$ cat src/rtl/axi_str_fifo.sv
// AXI4-Stream FIFO: circular buffer of full beats (tdata/tkeep/tuser/tlast) with
// optional store-and-forward gating of the master side on complete packets.
module axi_str_fifo #(
    parameter int DATA_SIZE = 32,
    parameter int USER_SIZE = 16,
    parameter int DEPTH     = 16,
    parameter int PKT_MODE  = 0
) (
    input  logic                      clk,
    input  logic                      reset_n,

    input  logic                      s_tvalid,
    output logic                      s_tready,
    input  logic [DATA_SIZE-1:0]      s_tdata,
    input  logic [DATA_SIZE/8-1:0]    s_tkeep,
    input  logic [USER_SIZE-1:0]      s_tuser,
    input  logic                      s_tlast,

    output logic                      m_tvalid,
    input  logic                      m_tready,
    output logic [DATA_SIZE-1:0]      m_tdata,
    output logic [DATA_SIZE/8-1:0]    m_tkeep,
    output logic [USER_SIZE-1:0]      m_tuser,
    output logic                      m_tlast,

    output logic [$clog2(DEPTH):0]    count,
    output logic [$clog2(DEPTH):0]    pkt_count
);

    localparam int AW = $clog2(DEPTH);
    localparam int CW = AW + 1;
    localparam int KW = DATA_SIZE / 8;
    localparam logic [CW-1:0] FULL_CNT = CW'(DEPTH);

    if ((DATA_SIZE % 8) != 0 || DATA_SIZE < 8) begin : g_bad_data_size
        $error("axi_str_fifo: DATA_SIZE must be a non-zero multiple of 8");
    end
    if (USER_SIZE < 1) begin : g_bad_user_size
        $error("axi_str_fifo: USER_SIZE must be at least 1");
    end
    if (DEPTH < 2 || (DEPTH & (DEPTH - 1)) != 0) begin : g_bad_depth
        $error("axi_str_fifo: DEPTH must be a power of 2, at least 2");
    end

    typedef struct packed {
        logic [DATA_SIZE-1:0] data;
        logic [KW-1:0]        keep;
        logic [USER_SIZE-1:0] user;
        logic                 last;
    } beat_t;

    beat_t           mem_q [DEPTH];
    beat_t           rd_beat;

    logic [AW-1:0]   wr_ptr_q, wr_ptr_d;
    logic [AW-1:0]   rd_ptr_q, rd_ptr_d;
    logic [CW-1:0]   count_q, count_d;
    logic [CW-1:0]   pkt_count_q, pkt_count_d;
    logic            s_tready_q, s_tready_d;
    // Set between popping the first and the tlast beat of a packet.
    logic            in_pkt_q, in_pkt_d;

    logic            push, pop;
    logic            pkt_inc, pkt_dec;

    assign push    = s_tvalid && s_tready_q;
    assign pop     = m_tvalid && m_tready;
    assign rd_beat = mem_q[rd_ptr_q];

    // Store-and-forward releases a beat only for a complete packet, a full
    // buffer (oversize packet) or the remainder of a packet already started.
    always_comb begin
        m_tvalid = (count_q != '0);
        if (PKT_MODE != 0) begin
            m_tvalid = (count_q != '0) &&
                       ((pkt_count_q != '0) || (count_q == FULL_CNT) || in_pkt_q);
        end
    end

    assign pkt_inc = push && s_tlast;
    assign pkt_dec = pop && rd_beat.last;

    // NOTE: every variable gets a default at the top of the block so no path
    // leaves it unassigned, which would otherwise infer a latch.
    always_comb begin
        wr_ptr_d    = wr_ptr_q;
        rd_ptr_d    = rd_ptr_q;
        count_d     = count_q;
        pkt_count_d = pkt_count_q;
        in_pkt_d    = in_pkt_q;

        if (push) begin
            wr_ptr_d = wr_ptr_q + AW'(1);
        end
        if (pop) begin
            rd_ptr_d = rd_ptr_q + AW'(1);
            in_pkt_d = !rd_beat.last;
        end

        case ({push, pop})
            2'b10:   count_d = count_q + CW'(1);
            2'b01:   count_d = count_q - CW'(1);
            default: count_d = count_q;
        endcase

        case ({pkt_inc, pkt_dec})
            2'b10:   pkt_count_d = pkt_count_q + CW'(1);
            2'b01:   pkt_count_d = pkt_count_q - CW'(1);
            default: pkt_count_d = pkt_count_q;
        endcase

        s_tready_d = (count_d < FULL_CNT);
    end

    // NOTE: state registers use non-blocking assignments so every flop samples
    // the pre-edge values regardless of process ordering.
    always_ff @(posedge clk or negedge reset_n) begin
        if (!reset_n) begin
            wr_ptr_q    <= '0;
            rd_ptr_q    <= '0;
            count_q     <= '0;
            pkt_count_q <= '0;
            in_pkt_q    <= 1'b0;
            s_tready_q  <= 1'b0;
        end else begin
            wr_ptr_q    <= wr_ptr_d;
            rd_ptr_q    <= rd_ptr_d;
            count_q     <= count_d;
            pkt_count_q <= pkt_count_d;
            in_pkt_q    <= in_pkt_d;
            s_tready_q  <= s_tready_d;
        end
    end

    // NOTE: the storage array is deliberately not reset; its contents are only
    // observed while m_tvalid is high, which needs a prior write.
    always_ff @(posedge clk) begin
        if (push) begin
            mem_q[wr_ptr_q] <= '{data: s_tdata, keep: s_tkeep, user: s_tuser, last: s_tlast};
        end
    end

    assign s_tready  = s_tready_q;
    assign m_tdata   = rd_beat.data;
    assign m_tkeep   = rd_beat.keep;
    assign m_tuser   = rd_beat.user;
    assign m_tlast   = rd_beat.last;
    assign count     = count_q;
    assign pkt_count = pkt_count_q;

endmodule

$ cat config.mk
export PLATFORM = sky130hd
export DESIGN_NAME = axi_str_fifo
export DESIGN_NICKNAME = d
export VERILOG_FILES = /design/src/rtl/axi_str_fifo.sv
export SDC_FILE = /design/constraint.sdc
export NUM_CORES = 1
export LEC_CHECK = 0
export CORE_ASPECT_RATIO = 0.5
export CORE_MARGIN = 2
export CORE_UTILIZATION = 50
export DETAILED_ROUTE_END_ITERATION = 7
export GPL_TIMING_DRIVEN = 0
export PLACE_DENSITY = 0.73
export RECOVER_POWER = 50
export SETUP_SLACK_MARGIN = 0.5
export SLEW_MARGIN = 10
export SYNTH_ARGS = -nofsm -noshare
export SYNTH_HDL_FRONTEND = slang
export SYNTH_SLANG_ARGS = --single-unit
$ cat constraint.sdc
create_clock -name clk -period 10.45 [get_ports clk]
set_input_delay 2.09 -clock clk [delete_from_list [all_inputs] [get_ports clk]]
set_output_delay 2.09 -clock clk [all_outputs]
set_load 0.005 [all_outputs]
# == After elaboration in Yosys (flattened, before gate mapping) ==
# Memories as Yosys holds them, arrays and structs flattened.
# Cells that the tools add are included.
# totals
out_inout_bits,65
mem_count,1
ram_bits,848
ff_bits,19
# memory_table
memory,words,width,read_ports,rd_ports_with_merged_regs,wr,line,source
mem_q,16,53,1,0,1,52,beat_t mem_q [DEPTH];
# classes
n_reduce_logical,6
addsub,6
order_cmp,1
muxes,4
n_eq_ne,4
# ops
operator,n
$pmux 5 s2,2
$add 5x1->5 const B,2
$sub 5x1->5 const B,2
$add 4x1->4 const B,2
$lt 5x5->1 const B,1
$reduce_bool 5->1,1
$eq 2x1->1 const B,2
$eq 2x2->1 const B,2
$logic_and 1x1->1,4
$mux 1,2
$reduce_bool 2->1,1

# == Longest topological paths before layout ==
# Gate-level depths: netlist of the first run.
# depth
ltp_word,5
mapped_depth,12
ltp_nobuf,11

# == Least setup slack after synthesis of the first run ==
# OpenSTA, ideal clock, no wires.
# synth_path
path_type,input-to-reg
startpoint,input s_tvalid
endpoint,"memory mem_q[3][0] (netlist name), enable pin"
t_arrival_ns,6.277
n_path_buf,1
cell_stages,4
required_ns,9.921
setup_slack_ns,3.644
cell_sequence,and2_1 > clkbuf_1 > nand2_1 > nor3_1
# synth_between
elab_chain_cells,3
# synth_rtl
item,line,source
from (decl),12,"input logic s_tvalid,"
$logic_and 1x1->1,66,assign push = s_tvalid && s_tready_q;
$mux 1,138,if (push) begin
$mux 1 (not written as such),139,"mem_q[wr_ptr_q] <= '{data: s_tdata, keep: s_tkeep, user: s_tuser, last: s_tlast};"
to (decl),52,
# Every way passes these cells.

# == Worst setup path after layout of the first run ==
# layout_path
startpoint,register rd_ptr_q[1]
endpoint,output m_tdata[0]
# layout_between
elab_chain_cells,1
# layout_rtl
item,line,source
from (decl),56,"logic [AW-1:0] rd_ptr_q, rd_ptr_d;"
from (signal assigned),127,rd_ptr_q <= rd_ptr_d;
$mem_v2 16x53,--,
to (decl),21,"output logic [DATA_SIZE-1:0] m_tdata,"
# Every way passes these cells.

==> impl_metrics.toml, run 1 <==
[cells_and_area]
post_route_cells_drive_above_1_share_pct = 23.9
final_cell_count_no_fill = 2630
nets = 1756
area_grow_syn2layout_pct = 17.2
num-fill-cells = 4498

[grt]
grtUsageMet3_pct = 4.32
use_met2_pct = 33.7
grt_busiest_layer = "met2"
largest_net_degree_at_the_start_of_global_routing = 23
grtUsageTotal_pct = 21.6
initial_antenna_violation_count = 3
globalRouteMet1Util_pct = 31.6
first_global_vias = 16300
global_route.overflow_total = 0
grt_pass1_wl_mm = 107

[sta]
grt_setup_unrepaired = "no"
hold_viol_final = 0
worst_skew_ps = 21.8
post-route-period-util_pct = 54.5
tns_setup_ps = 0
report.final.slew_viol_count = 0
clock.fmax_ghz = 0.176
slew-limit-headroom_pct = 18.0
finalWorstPathRequiredPeriod_ps = 5690
setup-violations-final = 0
tightestPinTransition_ps = 1230

[floorplanning]
core_area_um2 = 65100
die_height_um = 185
row_count = 66
initial_core_util_pct = 50.6
top_level_ports = 122
die-area_um2 = 68000
dieWidth_um = 367

[detailed_routing]
route.vias.total = 16000
pre_repair_dr_iteration_count = 7
drt-vias-per-instance = 6.08
drtAntennaViolNets = 0
drt-total-wl_mm = 72.3
wl_per_cell_um = 27.5
dr.first_iter.drc_count = 2302
drc = 0

[critical_path]
crit_fanout = 10
critical_setup_path_kind = "register to output port"
worst-r2r-cell-count = 11
worst_setup_path_start_kind = "register"
worstPathArrival_ps = 3600
cp.required_ps = 8360
critPathCaptureType = "output port"
rr_startpoint = "rd_ptr_q[1]$_DFFE_PN0P_"
critical_path.startpoint = "rd_ptr_q[1]$_DFFE_PN0P_"

[clock_network]
cts_tree = "yes"
cts_sinks = 867
insertion_delay_ps = 640
post-cts-setup-buffer-count = 0
cts_repair_resize_count = 0
htree_levels = 3
cts.clk_slew.worst_paths_ps = 60
cts_buffers = 75
postCtsHoldBufs = 0
root_buffer = "sky130_fd_sc_hd__clkbuf_16"
ctsLongestPathBuffers = 3

[placed_design]
gpl.final_weighted_congestion = 0.730
hpwlAfterDp_mm = 45.5
placement.io_buffers = 121
placed_cells_incl_taps = 2491

[synthesis]
post_synthesis_mux_area_share_pct = 14.7
post_synth.cell_area_avg_um2 = 23.0
synth_compound_area_share_pct = 2.82
ys_seq_area_share_pct = 78.8
synth-adder-area-share_pct = 0.616
post_synth_and_or_nand_nor_area_fraction_pct = 1.36
synth_edf_count = 848
syn-instance-count = 1432
postSynthRegisterBits = 867
synth_cell_type_count = 36
yosys-top-cells-count = "848 x sky130_fd_sc_hd__edfxtp_1, 212 x sky130_fd_sc_hd__mux4_2, 104 x sky130_fd_sc_hd__a22oi_1"
netlist.area_leader.share_pct = 77.3
post_synth_instance_area_um2 = 32900
synth_async_sr_flop_share_pct = 2.19
netlist_top_cells_area = "sky130_fd_sc_hd__edfxtp_1 77%, sky130_fd_sc_hd__mux4_2 15%, sky130_fd_sc_hd__a22oi_1 2.4%, sky130_fd_sc_hd__dfrtp_1 1.4%, sky130_fd_sc_hd__nand2_1 0.75%"
yosys.area_share.xor_xnor_pct = 0.319
yosysTopAreaCell = "sky130_fd_sc_hd__edfxtp_1"
synth_flop_cell = "sky130_fd_sc_hd__edfxtp_1"
synth.yosys.warnings = 0
yosysMostFrequentCell = "sky130_fd_sc_hd__edfxtp_1"
synth_top_family_by_area = "multiplexers"
syn-num-nets = 1504

[pwr]
finalPower_w = 0.0103
static-leakage-power_nw = 12.3
power_density_nw_per_um2 = 266
ir_drop_mv = 0.145

[hold_path]
hold-path-cell-count = 2
worst_hold_path_type = "register to register"
hold_start = "pkt_count[2]$_DFFE_PN0P_"

[flow_run]
max_cap_violation_count = 0

[run_status]
run_status = "completed"
metal layers:
metal  vias up  routed length, um
met2       836              34300
met5         -                  0
met4         0               1450
met1      8452              30000
met3       105               6530
li1       6603                  -
critical path, cell delays in order, from the launching register on:
cell and delay [ps]:
sky130_fd_sc_hd__dfrtp_1 350, sky130_fd_sc_hd__buf_2 240, sky130_fd_sc_hd__buf_2 420, sky130_fd_sc_hd__buf_1 730, sky130_fd_sc_hd__mux4_2 440, sky130_fd_sc_hd__a22oi_1 200, sky130_fd_sc_hd__nand2_1 120, sky130_fd_sc_hd__clkdlybuf4s50_1 470
area by class of cell:
type / count / area (um^2) / share of cell area [%]
clock inverters: 49 / 490 / 1.27
diodes: 2 / 5.00 / 0.0130
clock buffers: 88 / 1930 / 4.99
inverters: 11 / 41.3 / 0.107
well taps: 884 / 1110 / 2.87
flip-flops and latches: 867 / 25900 / 67.2
plain buffers: 78 / 428 / 1.11
multi-input cells: 476 / 6610 / 17.1
repair buffers: 175 / 2040 / 5.29
power breakdown:
part	internal, W	switching [W]	leakage (nW)
Clock	0.00155	0.00123	1.19
Combinational	0.00157	0.00172	3.22
Sequential	0.00410	0.0000765	7.87
through the flow:
stage | worst slack [ps] | util, % | instance area, um^2 | hold slack (ps)
final | 4760 | 59.3 | 38600 | 522
after CTS | 4680 | 59.3 | 38600 | 532
after floorplan | 3640 | - | 32900 | 500
after detailed placement | 5280 | 55.6 | 36200 | 516
after global routing | 4570 | 59.3 | 38600 | 566
after global placement | -1020 | 54.2 | 35200 | 505
cells by family (layout without fill, tap and decap cells):
| group | count (synthesis) | after routing |
|---|---|---|
| buf+inv | 89 | 401 |
| mux | 217 | 217 |
| xor+xnor | 12 | 12 |
| fa+ha+maj | 15 | 15 |
| compound gates | 126 | 126 |
| other cells | 0 | 2 |
| flops | 867 | 867 |
| simple gates | 106 | 106 |
cells in the final DEF (no fill, tap or decap), drive strengths merged, types with 2 or more instances in the layout:
cell,netlist,routed
a211oi,2,2
a21o,2,2
a21oi,3,3
a22oi,104,104
and2,2,2
buf,38,90
bufinv,0,9
clkbuf,40,130
clkdlybuf4s50,0,62
clkinv,0,34
dfrtp,19,19
diode,0,2
dlygate4sd3,0,59
edfxtp,848,848
fa,2,2
ha,13,13
inv,11,17
mux2,2,2
mux2i,3,3
mux4,212,212
nand2,66,66
nand2b,4,4
nand4,2,2
nor2,16,16
nor2b,5,5
nor3,7,7
o211ai,2,2
o21a,2,2
o21ai,6,6
o311ai,3,3
xnor2,8,8
xor2,4,4
final timing paths:
check	endpoint	slack (ps)
worst max register to register	pkt_count[4]$_DFFE_PN0P_	6750
worst max-delay path	m_tdata[0]	4760
max in group asynchronous	rd_ptr_q[3]$_DFFE_PN0P_	7760
worst min-delay path	pkt_count[2]$_DFFE_PN0P_	520
worst min register to register	pkt_count[2]$_DFFE_PN0P_	520
min in group asynchronous	pkt_count[4]$_DFFE_PN0P_	2080
registers in the layout, summed over array words and instances (netlist names), named ones only:
name / flops
count: 4
s_tready: 1
pkt_count: 5
wr_ptr_q: 4
mem_q: 848
rd_ptr_q: 4
Note: power is estimated with default switching activity, not from simulation.
==> run 2, diff against run 1 <==
==> constraint.sdc (replaced) <==
create_clock -name clk -period 5.7 [get_ports clk]
set_input_delay 1.14 -clock clk [delete_from_list [all_inputs] [get_ports clk]]
set_output_delay 1.14 -clock clk [all_outputs]
set_load 0.005 [all_outputs]
==> run 2 against run 1 <==
Compared with the run above: the run now ends with capacitance limit, slew limit left; register-to-register slack got worse by 4800 ps; utilization increased by 0.12 points; total power increased by 83%; largest cell class unchanged.
==> impl_metrics.toml, run 2 (same netlist as run 1, synthesis figures left out) <==
[sta]
tightestPinTransition_ps = 1550
post-route-period-util_pct = 86.1
report.final.slew_viol_count = 10
worst_skew_ps = 26.7
clock.fmax_ghz = 0.204
setup-violations-final = 0
finalHoldWorstSlack_ps = 518
tns_setup_ps = 0
finalWorstPathRequiredPeriod_ps = 4910
slew-limit-headroom_pct = -3.85
hold_viol_final = 0
grt_setup_unrepaired = "no"

[critical_path]
cpMostUsedCell = "sky130_fd_sc_hd__clkbuf_1"
cp.required_ps = 4560
worstPathArrival_ps = 3770
critPathCaptureType = "output port"
largest_incremental_delay_on_the_critical_path_ps = 640
critical_setup_path_kind = "register to output port"
critical_path_depth = 7
crit_chain = "clkbuf_1 -> and2_1 -> clkbuf_1 -> clkbuf_1 -> a22oi_1 -> nand2_1 -> clkdlybuf4s50_1"
crit_fanout = 10
worst_path_dominant_cell_family = "buffers and inverters"
critPathSlowestCell = "sky130_fd_sc_hd__clkbuf_1"
worst_setup_path_start_kind = "register"
critical_path_buf_inv_count = 4
worst-r2r-cell-count = 11
worst-r2r-setup-slack_ps = 1990

[pwr]
static-leakage-power_nw = 12.3
power_density_nw_per_um2 = 486
ir_drop_mv = 0.272

[cells_and_area]
final_core_utilization_pct = 59.4
top_register = "mem_q"
multi_input_gate_area_um2 = 6640
final_cell_mix = "848 x sky130_fd_sc_hd__edfxtp_1, 212 x sky130_fd_sc_hd__mux4_2, 104 x sky130_fd_sc_hd__a22oi_1"
num-fill-cells = 4462
post_route_cells_drive_above_1_share_pct = 23.5
layout.area.seq_um2 = 25900
nets = 1744
largest_reg_flops = 848
most_frequent_standard_cell_in_the_layout_excluding_fill_and_tap_cells = "sky130_fd_sc_hd__edfxtp_1"
area_grow_syn2layout_pct = 17.4

[clock_network]
cts_tree = "yes"
cts_sinks = 867
htree_levels = 3
root_buffer = "sky130_fd_sc_hd__clkbuf_16"
cts_buffers = 76
postCtsHoldBufs = 0
cts.clk_slew.worst_paths_ps = 60
post-cts-setup-buffer-count = 0
ctsLongestPathBuffers = 3
cts_repair_resize_count = 0
insertion_delay_ps = 620

[detailed_routing]
drt-vias-per-instance = 6.10
dr.first_iter.drc_count = 2156
drc = 0
pre_repair_dr_iteration_count = 7
route.vias.total = 16000
drt-total-wl_mm = 73.0
wl_per_cell_um = 27.9
drtAntennaViolNets = 0

[floorplanning]
die_height_um = 185
die-area_um2 = 68000
core_area_um2 = 65100
initial_core_util_pct = 50.6
row_count = 66
dieWidth_um = 367
top_level_ports = 122

[grt]
grt_pass1_wl_mm = 108
initial_antenna_violation_count = 3
grtUsageTotal_pct = 21.8
global_route.overflow_total = 0
first_global_vias = 16300
largest_net_degree_at_the_start_of_global_routing = 23

[placed_design]
placement.io_buffers = 121
hpwlAfterDp_mm = 45.6
gpl.final_weighted_congestion = 0.736

[hold_path]
hold-path-cell-count = 2
worst_hold_path_type = "register to register"

[run_status]
failed_checks = "capacitance limit, slew limit"
run_status = "complete, but fails checks"

[flow_run]
max_cap_violation_count = 1
## run 2: worst min-delay path: stages, from the launching register on
cell and delay [ps]:
sky130_fd_sc_hd__dfrtp_1 370, sky130_fd_sc_hd__nand2_1 50, sky130_fd_sc_hd__o21ai_0 60
## run 2: metrics by stage
stage / setup slack, ps / std cells / cell area [um^2] / total power, W
2_1_floorplan: 1260 / 1432 / 32900 / 0.0113
3_3_place_gp: -2050 / 2437 / 35300 / 0.0137
3_5_place_dp: 1620 / 2478 / 36200 / 0.0139
4_1_cts: 941 / 2615 / 38700 / 0.0190
5_1_grt: 610 / 2617 / 38700 / 0.0195
6_report: 790 / 2617 / 38700 / 0.0188
## run 2: area by class of cell
class                   instances  share of cell area [%]
flip-flops and latches        867                    67.1
multi-input cells             476                    17.2
clock buffers                  92                    5.35
repair buffers                162                    5.31
well taps                     884                    2.86
plain buffers                  78                    1.10
clock inverters                45                   0.971
inverters                      11                   0.107
diodes                          2                  0.0129
## run 2: report_power, final
| part | switching (W) | internal, W | leakage [nW] |
|---|---|---|---|
| clock network | 0.00224 | 0.00283 | 1.20 |
| logic | 0.00319 | 0.00288 | 3.19 |
| registers | 0.000138 | 0.00752 | 7.87 |
| total | 0.00557 | 0.0132 | 12.3 |
## run 2: metal layers
layer | GRT usage (%) | share of wire [%]
met2 | 33.6 | 47
met1 | 32.8 | 42
met3 | 3.97 | 9.3
met4 | 5.07 | 1.6
met5 | 0 | 0
## run 2: path summary, 6_finish.rpt
kind | startpoint | to
max | rd_ptr_q[2]$_DFFE_PN0P_ | m_tkeep[0]
min reg2reg | pkt_count[3]$_DFFE_PN0P_ | pkt_count[3]$_DFFE_PN0P_
max reg2reg | rd_ptr_q[2]$_DFFE_PN0P_ | pkt_count[4]$_DFFE_PN0P_
min in group asynchronous | reset_n | pkt_count[2]$_DFFE_PN0P_
min | pkt_count[3]$_DFFE_PN0P_ | pkt_count[3]$_DFFE_PN0P_
max in group asynchronous | reset_n | count[0]$_DFFE_PN0P_
==> run 3, diff against run 2 <==
--- a/config.mk
+++ b/config.mk
@@ -9,7 +9,6 @@
 export CORE_MARGIN = 2
 export CORE_UTILIZATION = 50
 export DETAILED_ROUTE_END_ITERATION = 7
-export GPL_TIMING_DRIVEN = 0
 export PLACE_DENSITY = 0.73
 export RECOVER_POWER = 50
 export SETUP_SLACK_MARGIN = 0.5
==> run 3 against run 2 <==
Compared with the run above: the flow still finishes with violations (capacitance limit, slew limit); cell area down 2.5%; setup slack better by 360 ps; sequential cell count unchanged; die area unchanged; first-iteration DRC count down 12%; global-route usage down 1.4 points; sequential power up 2%; utilization down 1.5 points; clock skew down 14 ps.
==> impl_metrics.toml, run 3 (same netlist as run 1, synthesis figures left out) <==
[detailed_routing]
highest-signal-layer = "met4"
dr.first_iter.drc_count = 1902
drtAntennaViolNets = 0
detail_route.wirelength.met1_mm = 28.6
drt-total-wl_mm = 68.6
pre_repair_dr_iteration_count = 5
detailroute.wirelength.met3_mm = 5.57
wl_per_cell_um = 27.1
drt-vias-per-instance = 6.02
wl_met2_mm = 33.3
drc = 0
route.vias.total = 15200

[cells_and_area]
final_cell_count_no_fill = 2531
nets = 1658
final_cell_mix = "848 x sky130_fd_sc_hd__edfxtp_1, 212 x sky130_fd_sc_hd__mux4_2, 104 x sky130_fd_sc_hd__a22oi_1"
most_frequent_standard_cell_in_the_layout_excluding_fill_and_tap_cells = "sky130_fd_sc_hd__edfxtp_1"
top_register = "mem_q"
area_grow_syn2layout_pct = 14.5
post_route_cells_drive_above_1_share_pct = 22.0
largest_reg_flops = 848

[sta]
worst_skew_ps = 13.0
finalWorstPathRequiredPeriod_ps = 4550
setup-violations-final = 0
report.final.slew_viol_count = 11
tns_setup_ps = 0
tightestPinTransition_ps = 1510
grt_setup_unrepaired = "no"
finalHoldWorstSlack_ps = 528
timing.final.ws_setup_ps = 1150
slew-limit-headroom_pct = -0.778
post-route-period-util_pct = 79.8
clock.fmax_ghz = 0.220
hold_viol_final = 0

[grt]
grtUsageTotal_pct = 20.4
global_route.overflow_total = 0
largest_net_degree_at_the_start_of_global_routing = 53
grt_pass1_wl_mm = 101
initial_antenna_violation_count = 4
first_global_vias = 15600

[pwr]
finalPower_w = 0.0180
ir_drop_mv = 0.311
power_density_nw_per_um2 = 477
static-leakage-power_nw = 11.8

[floorplanning]
top_level_ports = 122
die_height_um = 185
initial_core_util_pct = 50.6
core_area_um2 = 65100
die-area_um2 = 68000
row_count = 66
dieWidth_um = 367

[run_status]
run_status = "complete, but fails checks"
failed_checks = "capacitance limit, slew limit"

[clock_network]
htree_levels = 3
cts_tree = "yes"
cts_sinks = 867
postCtsHoldBufs = 0
post-cts-setup-buffer-count = 0
cts.clk_slew.worst_paths_ps = 60
ctsLongestPathBuffers = 3
root_buffer = "sky130_fd_sc_hd__clkbuf_16"
cts_buffers = 75
insertion_delay_ps = 620
cts_repair_resize_count = 0

[critical_path]
critical_path_buf_inv_count = 2
critical_setup_path_kind = "register to output port"
worst-r2r-cell-count = 9
critPathSlowestCell = "sky130_fd_sc_hd__dfrtp_4"
largest_incremental_delay_on_the_critical_path_ps = 860
worst_setup_path_start_kind = "register"
cp.required_ps = 4560
critPathCaptureType = "output port"
crit_fanout = 31
critical_path_depth = 5
worstPathArrival_ps = 3410
crit_chain = "buf_4 -> mux4_2 -> a22oi_1 -> nand2_1 -> clkdlybuf4s50_1"
worst_path_dominant_cell_family = "buffers and inverters"

[placed_design]
placed_cells_incl_taps = 2393
post-place-ws_ps = 1760
hpwlAfterDp_mm = 34.5
placement.io_buffers = 121
gpl.final_weighted_congestion = 0.720

[hold_path]
hold-path-cell-count = 1
worst_hold_path_type = "register to register"

[flow_run]
max_cap_violation_count = 1
## run 3: cell types whose count changed in the layout (fill, tap and decap cells not counted), sizes merged
cell	before	now
diode	2	1
dlygate4sd3	67	58
clkdlybuf4s50	54	63
clkbuf	133	98
buf	78	33
inv	16	15
clkinvlp	1	2
bufinv	5	0
## run 3: routing by layer
layer	GRT usage [%]	vias up
met5	0	-
met2	32.4	650
met4	4.44	0
met3	3.75	88
li1	-	6389
met1	30.0	8121
## run 3: layout make-up
class / instances / area (um^2)
diodes: 1 / 2.50
clock buffers: 97 / 2000
clock inverters: 40 / 220
fillers: 4603 / 27400
inverters: 11 / 41.3
multi-input cells: 476 / 6640
flip-flops and latches: 867 / 25900
well taps: 884 / 1110
repair buffers: 155 / 1730
## run 3: worst paths after layout
kind / startpoint / end / slack (ps)
min in group asynchronous: reset_n / pkt_count[0]$_DFFE_PN0P_ / 1120
max: rd_ptr_q[0]$_DFFE_PN0P_ / m_tuser[6] / 1150
max in group asynchronous: reset_n / rd_ptr_q[1]$_DFFE_PN0P_ / 3890
max reg2reg: rd_ptr_q[1]$_DFFE_PN0P_ / pkt_count[4]$_DFFE_PN0P_ / 2080
min: pkt_count[0]$_DFFE_PN0P_ / pkt_count[0]$_DFFE_PN0P_ / 530
min reg2reg: pkt_count[0]$_DFFE_PN0P_ / pkt_count[0]$_DFFE_PN0P_ / 530
## run 3: worst register-to-register path: cells and delay by family (launching register included)
kind	cells	cell delay [ps]
AOI/OAI and AO/OA	4	1120
adders and majority gates	2	740
buffers and inverters	1	490
DFF	1	770
muxes	1	200
and+or+nand+nor	1	160
## run 3: power breakdown
group          internal (W)  leakage (nW)  switching [W]
Sequential          0.00753          7.87       0.000317
Clock               0.00250          1.08        0.00219
Combinational       0.00275          2.86        0.00270
## run 3: stage by stage
stage                     cell area, um^2  util, %
after floorplan                     32900        -
after global placement              35500     54.5
after detailed placement            35500     54.5
after CTS                           37700     58.0
after global routing                37700     57.9
final                               37700     57.9
